==> config.mk <==
export PLATFORM = sky130hd
export DESIGN_NAME = uart_rx_ctrl
export DESIGN_NICKNAME = d
export VERILOG_FILES = /design/src/rtl/uart_pkg.sv /design/src/rtl/uart_fifo.sv /design/src/rtl/uart_rx_ctrl.sv
export SDC_FILE = /design/constraint.sdc
export NUM_CORES = 1
export LEC_CHECK = 0
export ABC_CLOCK_PERIOD_IN_PS = 2800
export CAP_MARGIN = 30
export CORE_MARGIN = 4
export CORE_UTILIZATION = 57
export CTS_CLUSTER_DIAMETER = 80
export DETAILED_ROUTE_END_ITERATION = 6
export PLACE_DENSITY_LB_ADDON = 0.12
export SLEW_MARGIN = 20
export SYNTH_ARGS = -nofsm -noshare
export SYNTH_HDL_FRONTEND = slang
export SYNTH_SLANG_ARGS = --single-unit
==> constraint.sdc <==
create_clock -name clk -period 2.8 [get_ports clk]
set_input_delay 0.56 -clock clk [delete_from_list [all_inputs] [get_ports clk]]
set_output_delay 0.56 -clock clk [all_outputs]
set_load 0.03 [all_outputs]
==> src/rtl/uart_pkg.sv <==
// rtl/uart_pkg.sv - shared UART receive-side types and configuration codes
// Contents: receive controller state enum, character-width and baud-select codes,
// and the codes the configuration registers take at reset.
package uart_pkg;

    typedef enum logic [1:0] {
        ST_OFF   = 2'd0,
        ST_ARMED = 2'd1,
        ST_RECV  = 2'd2,
        ST_FULL  = 2'd3
    } rx_state_t;

    // Character width codes (o_rx_bits)
    localparam logic [1:0] BITS_5 = 2'b00;
    localparam logic [1:0] BITS_6 = 2'b01;
    localparam logic [1:0] BITS_7 = 2'b10;
    localparam logic [1:0] BITS_8 = 2'b11;

    // Baud select codes (o_rx_baud)
    localparam logic [1:0] BAUD_9600   = 2'b00;
    localparam logic [1:0] BAUD_19200  = 2'b01;
    localparam logic [1:0] BAUD_57600  = 2'b10;
    localparam logic [1:0] BAUD_115200 = 2'b11;

    localparam logic [1:0] BITS_RESET = BITS_8;
    localparam logic [1:0] BAUD_RESET = BAUD_9600;

endpackage

==> src/rtl/uart_fifo.sv <==
// rtl/uart_fifo.sv - single-clock receive FIFO, first-word-fall-through
// Ports: clk, rst_n (async active-low); push/push_data write side;
// ready pops the head when valid; data/valid present the head;
// count is the occupancy; drop pulses combinationally when a push is refused.
module uart_fifo #(
    parameter int DATA_WIDTH = 8,
    parameter int DEPTH      = 8
) (
    input  logic                    clk,
    input  logic                    rst_n,
    input  logic                    push,
    input  logic [DATA_WIDTH-1:0]   push_data,
    input  logic                    ready,
    output logic [DATA_WIDTH-1:0]   data,
    output logic                    valid,
    output logic [$clog2(DEPTH):0]  count,
    output logic                    drop
);
    localparam int AW = $clog2(DEPTH);

    logic [DATA_WIDTH-1:0] mem [DEPTH];
    logic [AW-1:0]         wr_ptr;
    logic [AW-1:0]         rd_ptr;
    logic                  full;
    logic                  pop;
    logic                  accept;

    assign valid  = (count != '0);
    assign full   = (count == (AW+1)'(DEPTH));
    assign pop    = valid && ready;
    // A pop in the same cycle frees the slot the push lands in, so a full FIFO
    // still accepts the push.
    assign accept = push && (!full || pop);
    assign drop   = push && full && !pop;
    assign data   = mem[rd_ptr];

    always_ff @(posedge clk) begin
        if (accept) begin
            mem[wr_ptr] <= push_data;
        end
    end

    // Pointers are AW bits wide, so incrementing wraps modulo DEPTH.
    always_ff @(posedge clk or negedge rst_n) begin
        if (!rst_n) begin
            wr_ptr <= '0;
            rd_ptr <= '0;
            count  <= '0;
        end else begin
            if (accept) begin
                wr_ptr <= wr_ptr + 1'b1;
            end
            if (pop) begin
                rd_ptr <= rd_ptr + 1'b1;
            end
            case ({accept, pop})
                2'b10:   count <= count + 1'b1;
                2'b01:   count <= count - 1'b1;
                default: count <= count;
            endcase
        end
    end

endmodule

==> src/rtl/uart_rx_ctrl.sv <==
// rtl/uart_rx_ctrl.sv - UART receive controller: FSM, config shadow, idle timeout, RX FIFO
// Ports: clk, rst_n (async active-low); i_enable, i_clr (overflow clear);
// i_cfg_* configuration write; o_rx_* receiver control, i_rx_* receiver status/data;
// o_data/o_valid/i_ready output stream; o_count, o_overflow, o_timeout status.
module uart_rx_ctrl
    import uart_pkg::*;
#(
    parameter int DATA_WIDTH = 8,
    parameter int DEPTH      = 8
) (
    input  logic                    clk,
    input  logic                    rst_n,
    input  logic                    i_enable,
    input  logic                    i_clr,
    input  logic                    i_cfg_wr,
    input  logic                    i_cfg_parity,
    input  logic [1:0]              i_cfg_bits,
    input  logic [1:0]              i_cfg_baud,
    input  logic [15:0]             i_cfg_timeout,
    output logic                    o_rx_en,
    output logic                    o_rx_parity,
    output logic [1:0]              o_rx_bits,
    output logic [1:0]              o_rx_baud,
    input  logic [DATA_WIDTH-1:0]   i_rx_data,
    input  logic                    i_rx_busy,
    input  logic                    i_rx_done,
    output logic [DATA_WIDTH-1:0]   o_data,
    output logic                    o_valid,
    input  logic                    i_ready,
    output logic [$clog2(DEPTH):0]  o_count,
    output logic                    o_overflow,
    output logic                    o_timeout
);
    localparam int CW = $clog2(DEPTH) + 1;

    rx_state_t   state;
    rx_state_t   state_nxt;
    logic        fifo_full;
    logic        fifo_drop;

    logic        pend_valid;
    logic        pend_parity;
    logic [1:0]  pend_bits;
    logic [1:0]  pend_baud;

    logic [15:0] idle_cnt;
    logic [15:0] idle_nxt;
    logic        timeout_fired;
    logic        timeout_hit;

    uart_fifo #(
        .DATA_WIDTH (DATA_WIDTH),
        .DEPTH      (DEPTH)
    ) u_fifo (
        .clk       (clk),
        .rst_n     (rst_n),
        .push      (i_rx_done),
        .push_data (i_rx_data),
        .ready     (i_ready),
        .data      (o_data),
        .valid     (o_valid),
        .count     (o_count),
        .drop      (fifo_drop)
    );

    assign fifo_full = (o_count == CW'(DEPTH));

    always_comb begin
        state_nxt = state;
        if (!i_enable) begin
            state_nxt = ST_OFF;
        end else begin
            case (state)
                ST_OFF:   state_nxt = ST_ARMED;
                ST_ARMED: if (fifo_full) state_nxt = ST_FULL;
                          else if (i_rx_busy) state_nxt = ST_RECV;
                ST_RECV:  if (fifo_full) state_nxt = ST_FULL;
                          else if (i_rx_done) state_nxt = ST_ARMED;
                ST_FULL:  if (!fifo_full) state_nxt = ST_ARMED;
                default:  state_nxt = ST_OFF;
            endcase
        end
    end

    // o_rx_en is registered from the next state so it always matches state.
    always_ff @(posedge clk or negedge rst_n) begin
        if (!rst_n) begin
            state   <= ST_OFF;
            o_rx_en <= 1'b0;
        end else begin
            state   <= state_nxt;
            o_rx_en <= (state_nxt == ST_ARMED) || (state_nxt == ST_RECV);
        end
    end

    // Config writes never change the receiver setup mid-frame: a write seen
    // while busy is parked (latest wins) and applied once the line goes idle.
    always_ff @(posedge clk or negedge rst_n) begin
        if (!rst_n) begin
            o_rx_parity <= 1'b0;
            o_rx_bits   <= BITS_RESET;
            o_rx_baud   <= BAUD_RESET;
            pend_valid  <= 1'b0;
            pend_parity <= 1'b0;
            pend_bits   <= BITS_RESET;
            pend_baud   <= BAUD_RESET;
        end else if (i_cfg_wr && !i_rx_busy) begin
            o_rx_parity <= i_cfg_parity;
            o_rx_bits   <= i_cfg_bits;
            o_rx_baud   <= i_cfg_baud;
            pend_valid  <= 1'b0;
        end else if (i_cfg_wr) begin
            pend_valid  <= 1'b1;
            pend_parity <= i_cfg_parity;
            pend_bits   <= i_cfg_bits;
            pend_baud   <= i_cfg_baud;
        end else if (pend_valid && !i_rx_busy) begin
            o_rx_parity <= pend_parity;
            o_rx_bits   <= pend_bits;
            o_rx_baud   <= pend_baud;
            pend_valid  <= 1'b0;
        end
    end

    // The timeout is judged on the value the counter is about to take, so the
    // pulse appears on the same edge at which the counter reaches the limit.
    assign idle_nxt    = (i_rx_done || i_rx_busy) ? 16'd0 :
                         (idle_cnt == 16'hFFFF)   ? idle_cnt : idle_cnt + 16'd1;
    assign timeout_hit = (idle_nxt == i_cfg_timeout) && (i_cfg_timeout != 16'd0) &&
                         (o_count != '0) && !timeout_fired;

    always_ff @(posedge clk or negedge rst_n) begin
        if (!rst_n) begin
            idle_cnt      <= 16'd0;
            timeout_fired <= 1'b0;
            o_timeout     <= 1'b0;
            o_overflow    <= 1'b0;
        end else begin
            idle_cnt  <= idle_nxt;
            o_timeout <= timeout_hit;
            if (i_rx_done) begin
                timeout_fired <= 1'b0;
            end else if (timeout_hit) begin
                timeout_fired <= 1'b1;
            end
            // A fresh drop wins over a clear in the same cycle.
            if (fifo_drop) begin
                o_overflow <= 1'b1;
            end else if (i_clr) begin
                o_overflow <= 1'b0;
            end
        end
    end

endmodule
**Word-level counts from Yosys, hierarchy flattened**

Memory sizes are Yosys's and may differ from the RTL's.
Index checks and enable logic that the tools add are counted.

- Register bits after elaboration: 43
- RAM bits: 64
- Output and inout bits: 21
- Memories: 1

- Add/sub/neg operators: 5
- Equality and inequality tests: 11
- Mux-type cells: 28
- Bitwise gates (word level): 1
- Reduce and logical (&&, ||, !) cells: 26

Memory list:

| memory | words | bits a word | rd ports | clocked after Yosys merged registers in | write ports | RTL line | RTL |
|---|---|---|---|---|---|---|---|
| u_fifo.mem | 8 | 8 | 1 | 0 | 1 | uart_fifo.sv:21 | `logic [DATA_WIDTH-1:0] mem [DEPTH];` |

Operator list:

| operator | number |
|---|---|
| $mux W16 | 2 |
| $mux W2 | 12 |
| $add A16 B1 Y16 const B | 1 |
| $eq A16 B16 Y1 | 1 |
| $eq A16 B16 Y1 const B | 1 |
| $reduce_bool A16 Y1 | 1 |
| $mux W1 | 12 |
| $logic_and A1 B1 Y1 | 9 |
| $eq A2 B2 Y1 const B | 4 |
| $pmux W2 S4 | 1 |
| $pmux W4 S2 | 1 |
| $reduce_bool A2 Y1 | 4 |
| $add A3 B1 Y3 const B | 2 |
| $eq A2 B1 Y1 const B | 3 |
| $add A4 B1 Y4 const B | 1 |
| $eq A4 B4 Y1 const B | 1 |
| $logic_not A1 Y1 | 4 |
| $reduce_and A2 Y1 | 2 |
| $reduce_bool A4 Y1 | 1 |
| $sub A4 B1 Y4 const B | 1 |
| $logic_or A1 B1 Y1 | 3 |
| $reduce_bool A3 Y1 | 1 |
| $logic_not A2 Y1 | 1 |
| $ne A2 B1 Y1 const B | 1 |
| $not A1 Y1 | 1 |

**Longest topological paths before layout**

Gate-level depths: netlist of run 1.

- Depth in word-level cells: 9
- Depth in mapped cells: 12
- Gate-level depth less buffers: 12

**Hierarchy**

From an unflattened synthesis of run 1, not the netlist that was laid out.

- Cells, all modules: 439
- Area total of the unflattened synthesis: 5,579.1 um^2

Modules (own cells, without submodules):

| module | instances | cells an instance | area each (um^2) | sequential area each (um^2) |
|---|---|---|---|---|
| uart_fifo | 1 | 167 | 3,103.0 | 2,172.1 |
| uart_rx_ctrl | 1 | 272 | 2,476.1 | 830.8 |

**Worst setup path after synthesis of run 1**

Ideal clock, no wire load.

- Path kind: reg2out
- Start: register u_fifo.rd_ptr[0]
- End: output port o_data[0]
- Arrival time: 2.208 ns
- Data required time: 2.240 ns
- Path slack: 0.032 ns
- Cell stages (with the launch flop): 5
- Buffers on the path: 2
- Path through: dfrtp_1 > clkbuf_1 > buf_1 > mux4_2 > mux2_2

- Cells in the longest elaborated chain, start to end: 1

Ends and longest elaborated chain:

| item | RTL line | RTL |
|---|---|---|
| start: declaration | uart_fifo.sv:23 | `logic [AW-1:0] rd_ptr;` |
| start signal: assignment | uart_fifo.sv:54 | `rd_ptr <= rd_ptr + 1'b1;` |
| $mem_v2 Z8 W8 | n/a |  |
| end: declaration | uart_rx_ctrl.sv:27 | `output logic [DATA_WIDTH-1:0] o_data,` |

Every way passes these cells.

**Final worst setup path of run 1**

- Start: register u_fifo.rd_ptr[0]
- End: output port o_data[3]

Same word-level chain as after synthesis.

==> results.cfg, run 1 <==
[worst_setup_path]
critPathMaxFanout = 18
reg2reg_to = timeout_fired
start_kind = flip-flop
reg2reg_depth = 9
cp_num_cells = 4
ff2ff_setup_slack_ps = 140
max_stage_delay_ps = 530
crit_chain = buf_12 > mux4_2 > mux2_2 > dlygate4sd2_1
worstPathArrival_ps = 2140
critPathKind = reg2out
r2r_start = idle_cnt[5]
critPathBufInv = 2
crit_required_ps = 2240
cp_slowest_cell = mux4_2
critPathCaptureType = output port
critPathTopFamily = multiplexers

[sta]
post-route-period-util = 0.964
setup_viol = 0
max_freq_mhz = 371
post-route-min-period_ps = 2700
slew_violations = 0
finalClockSkew_ps = 18.3
rsz0062_at_grt = false
holdWs_ps = 77.8
relSlewSlack = 0.672
worst_pin_slew_ps = 488
hold_viol = 0
worst_slack_ps = 101

[synthesis]
yosys-top-cells-count = edfxtp_1 (64), dfrtp_1 (39), nor2_1 (30), nand2_1 (26), a21oi_1 (21)
syn-num-nets = 489
synth-seq-area-share = 0.542
yosys_most_used_dff = edfxtp_1
syn_area_um2 = 5540
syn_area_per_cell_um2 = 12.5
synthCells = 445
async_flop_share = 0.402
synth_most_common_cell = edfxtp_1
yosysTopAreaCellShare = 0.347
synth_area_leader_cell = edfxtp_1
ys_warn_count = 0
synthTopCellsByArea = edfxtp_1 (35%), dfrtp_1 (18%), mux4_2 (6.5%)
synth_edf_count = 64
synth_seq_cells = 107
synth_cell_types = 76

[placed_design]
placed_cell_area_um2 = 6650
preCtsSetupSlack_ps = -102
io_buffers = 57
gp_congestion = 0.908
dpl.hpwl_um = 10500

[die]
die_x_um = 107
coreArea_um2 = 9370
dieHeight_um = 107
die_area_um2 = 11400
rows = 35
start_util = 0.591
io_pins = 58

[routing]
avgRoutedWirePerCell_um = 19.8
drtPass1Iterations = 5
top_layer = met4
drt-met1-wl_um = 5660
wl_met3_um = 696
drt_iter0_drc = 327
wl_um = 13700
num_vias = 4123
viasPerCell = 5.99
route.detailed.drc = 0
drt.antenna.violating_nets = 0
wl_met2_um = 6800

[clock_tree]
worstSkewPairLatency_ps = 370
cts_tree = yes
cts_sinks = 107
ctsHtreeMaxLevel = 3
cts_buffer_depth = 2
cts-root-buf = clkbuf_8
cts-buffers-inserted = 9
ctsHoldBuffers = 0
clkSlewWorstSetupHoldPaths_ps = 110

[power]
fin_total_pwr_uw = 4780
power_density_nw_per_um2 = 701
p_leak_uw = 0.00252
vdd.ir_drop.worst_uv = 417

[cells_and_area]
drive_gt1_frac = 0.245
stdcell_area_um2 = 6820
final_util = 0.728
diodes = 0
synthToLayoutAreaGrowth_pct = 23.0
nNetsFinal = 598

[grt]
grt_pass1_vias = 4235
grt_overflow_total = 0
antenna_found_initial = 0
grt_use_total = 0.253
grt_start_max_net_pins = 34
grt_first_pass_wirelength_um = 22200

[worst_hold_path]
worstHoldPathType = in2async

[status]
outcome = finished, final reports clean

[flow_run]
cap_viol_max_count = 0
per-stage QoR:
| stage | setup TNS (ps) | std cells |
|---|---|---|
| final | 0 | 688 |
| after global routing | 0 | 688 |
| after CTS | 0 | 688 |
| after detailed placement | -163 | 672 |
| after global placement | -116 | 671 |
| after floorplan | 0 | 445 |
layout make-up:
class,instances,area (um^2)
inverters,9,33.8
clock buffers,10,128
fillers,684,2550
well taps,129,161
flip-flops and latches,107,3000
multi-input cells,306,2350
clock inverters,6,55.1
repair buffers,121,1090
where the power goes:
group          internal (uW)  switching, uW  leakage, uW
logic                    859            924      0.00130
clock network            343            540    0.0000938
registers               1930            178      0.00113
state kept, by name, summed over array words and instances (netlist names), 2 cells and up:
name           count
u_fifo.mem        64
idle_cnt          16
u_fifo.count       4
u_fifo.rd_ptr      3
u_fifo.wr_ptr      3
o_rx_baud          2
o_rx_bits          2
pend_baud          2
pend_bits          2
state              2
how the worst max path moves through the flow:
stage	start	endpoint	slack, ps
6_report	u_fifo.rd_ptr[0]	o_data[3]	100
5_1_grt	u_fifo.rd_ptr[0]	o_data[3]	10
4_1_cts	u_fifo.rd_ptr[0]	o_data[3]	70
3_5_place_dp	i_rx_done	timeout_fired	-100
3_3_place_gp	i_cfg_timeout[7]	o_timeout	-70
2_1_floorplan	u_fifo.rd_ptr[0]	o_data[0]	30
kinds of logic (layout without fill, tap and decap cells):
logic type,after synthesis,count (layout),synth area share
compound gates,90,90,0.114
xor+xnor,15,15,0.0237
fa+ha+maj,7,7,0.0172
buf+inv,32,146,0.0339
flops,107,107,0.542
mux,37,37,0.108
simple gates,157,157,0.161
layer usage:
layer,GRT usage,up-vias
met4,0.106,0
met2,0.422,151
met1,0.326,2001
li1,-,1939
met5,0,-
met3,0.0452,32
placed cells by master (no fill, tap or decap), types with 3 or more instances in the layout:
master           count
a211oi_1             9
a21oi_1             21
a22oi_1              6
a31oi_1              5
and2_1               4
and3_1               6
and4_1               3
buf_12               4
buf_4               60
clkbuf_8             9
clkdlybuf4s50_1     48
dfrtp_1             39
dfstp_2              4
dlygate4sd2_1        8
edfxtp_1            64
ha_1                 6
inv_1                8
inv_6                3
mux2_2              15
mux2i_1              4
mux4_2              16
nand2_1             26
nand2b_1             5
nand3_1             13
nand4_1              7
nor2_1              30
nor2b_1             11
nor3_1              17
nor4_1              13
nor4_2               3
o2111ai_1            4
o21a_1               4
o21ai_0             17
xnor2_1             11
xor2_1               4
timing repair:
item                       in CTS  in global routing
resized for setup               8                  0
setup endpoints to repair       8                  0
setup buffers                   0                  0
Note: power is estimated with default switching activity, not from simulation.
==> run 2, diff against run 1 <==
--- a/config.mk
+++ b/config.mk
@@ -12,6 +12,7 @@
 export CTS_CLUSTER_DIAMETER = 80
 export DETAILED_ROUTE_END_ITERATION = 6
 export PLACE_DENSITY_LB_ADDON = 0.12
+export SETUP_SLACK_MARGIN = 0.2
 export SLEW_MARGIN = 20
 export SYNTH_ARGS = -nofsm -noshare
 export SYNTH_HDL_FRONTEND = slang
==> run 2 against run 1 <==
Die area unchanged; clock skew decreased by 5.3 ps; fmax increased by 1.2%; worst setup slack improved by 33 ps; largest power group unchanged.
==> results.cfg, run 2 (same netlist as run 1, synthesis figures left out) <==
[status]
outcome = finished, final reports clean

[power]
vdd.ir_drop.worst_uv = 409
power_density_nw_per_um2 = 736
p_leak_uw = 0.00254
fin_total_pwr_uw = 5110

[routing]
drt_iter0_drc = 318
wl_um = 15000
viasPerCell = 6.24
route.detailed.drc = 0
drt.antenna.violating_nets = 0
drtPass1Iterations = 5
avgRoutedWirePerCell_um = 21.8
num_vias = 4284

[cells_and_area]
regMostFlops = u_fifo.mem
diodes = 0
drive_gt1_frac = 0.287
nNetsFinal = 597
final_common_cell = edfxtp_1
largest_reg_flops = 64
final_cell_mix = edfxtp_1 (64), buf_4 (61), clkdlybuf4s50_1 (47), dfrtp_1 (32), nor2_1 (29)
top_regs = u_fifo.mem x64, idle_cnt x16, u_fifo.count x4
synthToLayoutAreaGrowth_pct = 25.3

[clock_tree]
cts_tree = yes
cts-root-buf = clkbuf_8
cts_sinks = 107
cts-buffers-inserted = 9
cts_buffer_depth = 2
ctsHtreeMaxLevel = 3
worstSkewPairLatency_ps = 370
clkSlewWorstSetupHoldPaths_ps = 110

[grt]
grt_use_total = 0.258
grt_overflow_total = 0
antenna_found_initial = 0
grt_first_pass_wirelength_um = 22400
grt_start_max_net_pins = 44
grt_pass1_vias = 4197

[sta]
max_freq_mhz = 375
worst_slack_ps = 134
worst_pin_slew_ps = 578
relSlewSlack = 0.615
hold_viol = 0
rsz0062_at_grt = true
post-route-period-util = 0.952
post-route-min-period_ps = 2670
finalClockSkew_ps = 13.0
slew_violations = 0
setup_viol = 0

[die]
start_util = 0.591
die_area_um2 = 11400
io_pins = 58
coreArea_um2 = 9370
dieHeight_um = 107
rows = 35
die_x_um = 107

[worst_setup_path]
reg2reg_depth = 10
start_kind = flip-flop
crit_required_ps = 3080
critPathCaptureType = flip-flop
critPathMaxFanout = 5
worstPathArrival_ps = 2950
r2r_start = idle_cnt[0]
ff2ff_setup_slack_ps = 130
reg2reg_to = o_timeout
critPathKind = reg2reg

[placed_design]
preCtsSetupSlack_ps = -81.1
dpl.hpwl_um = 10400
gp_congestion = 0.938
io_buffers = 57

[worst_hold_path]
worstHoldPathType = in2async

[flow_run]
cap_viol_max_count = 0
[run 2: critical path, cell delays in order, from the launching register on]
cell and delay [ps]:
dfrtp_1 440, ha_4 200, nand3_4 80, or4_4 610
buf_6 160, buf_4 140, and2_4 150, mux2_4 260
nor4_4 200, nand3_1 120, nor4_2 210
[run 2: cell type report]
class / instances / area [um^2]
Sequential cell: 107 / 3010
Multi-Input combinational cell: 306 / 2440
Fill cell: 650 / 2420
Timing Repair Buffer: 120 / 1070
Tap cell: 129 / 161
Clock buffer: 9 / 124
Clock inverter: 7 / 106
Inverter: 9 / 33.8
[run 2: metrics by stage]
stage	std cells	area (um^2)	hold WS (ps)	setup TNS, ps	util
after detailed placement	661	6540	436	-195	0.698
after CTS	680	6820	373	0	0.728
final	687	6950	177	0	0.741
after floorplan	445	5540	264	0	-
after global placement	661	6540	438	-135	0.698
after global routing	687	6950	207	0	0.741
[run 2: routing by layer]
layer,global-route usage,wire length (um),part of all wire
met1,0.326,5860,0.39
met2,0.444,7700,0.51
met3,0.0524,977,0.065
met4,0.0941,450,0.030
met5,0,0,0
[run 2: how the worst max path moves through the flow]
| stage | startpoint | to | cells past startpoint |
|---|---|---|---|
| 2_1_floorplan | idle_cnt[4] | timeout_fired | 8 |
| 4_1_cts | u_fifo.rd_ptr[0] | o_data[4] | 4 |
| 3_3_place_gp | i_rx_done | timeout_fired | 9 |
| 6_report | idle_cnt[0] | o_timeout | 10 |
| 5_1_grt | idle_cnt[0] | timeout_fired | 8 |
| 3_5_place_dp | i_rx_done | timeout_fired | 9 |
[run 2: timing repair]
| action | in CTS | in global routing |
|---|---|---|
| hold buffers | 0 | 0 |
| endpoints found under the setup margin | 10 | 9 |
| pin swaps | 0 | 10 |
| buffers inserted | 2 | 7 |
| hold endpoints to repair | 0 | 0 |
| resized for setup | 46 | 20 |
| cloned | 1 | 0 |
[run 2: report_power, final]
part,switching (uW),internal [uW]
combinational,1000,930
clock,593,446
sequential,203,1940
total,1800,3310
==> run 3, diff against run 2 <==
--- a/config.mk
+++ b/config.mk
@@ -12,7 +12,6 @@
 export CTS_CLUSTER_DIAMETER = 80
 export DETAILED_ROUTE_END_ITERATION = 6
 export PLACE_DENSITY_LB_ADDON = 0.12
-export SETUP_SLACK_MARGIN = 0.2
 export SLEW_MARGIN = 20
 export SYNTH_ARGS = -nofsm -noshare
 export SYNTH_HDL_FRONTEND = slang
==> results of run 3 <==
The final DEF is identical to that of run 1; final timing and power are the same.
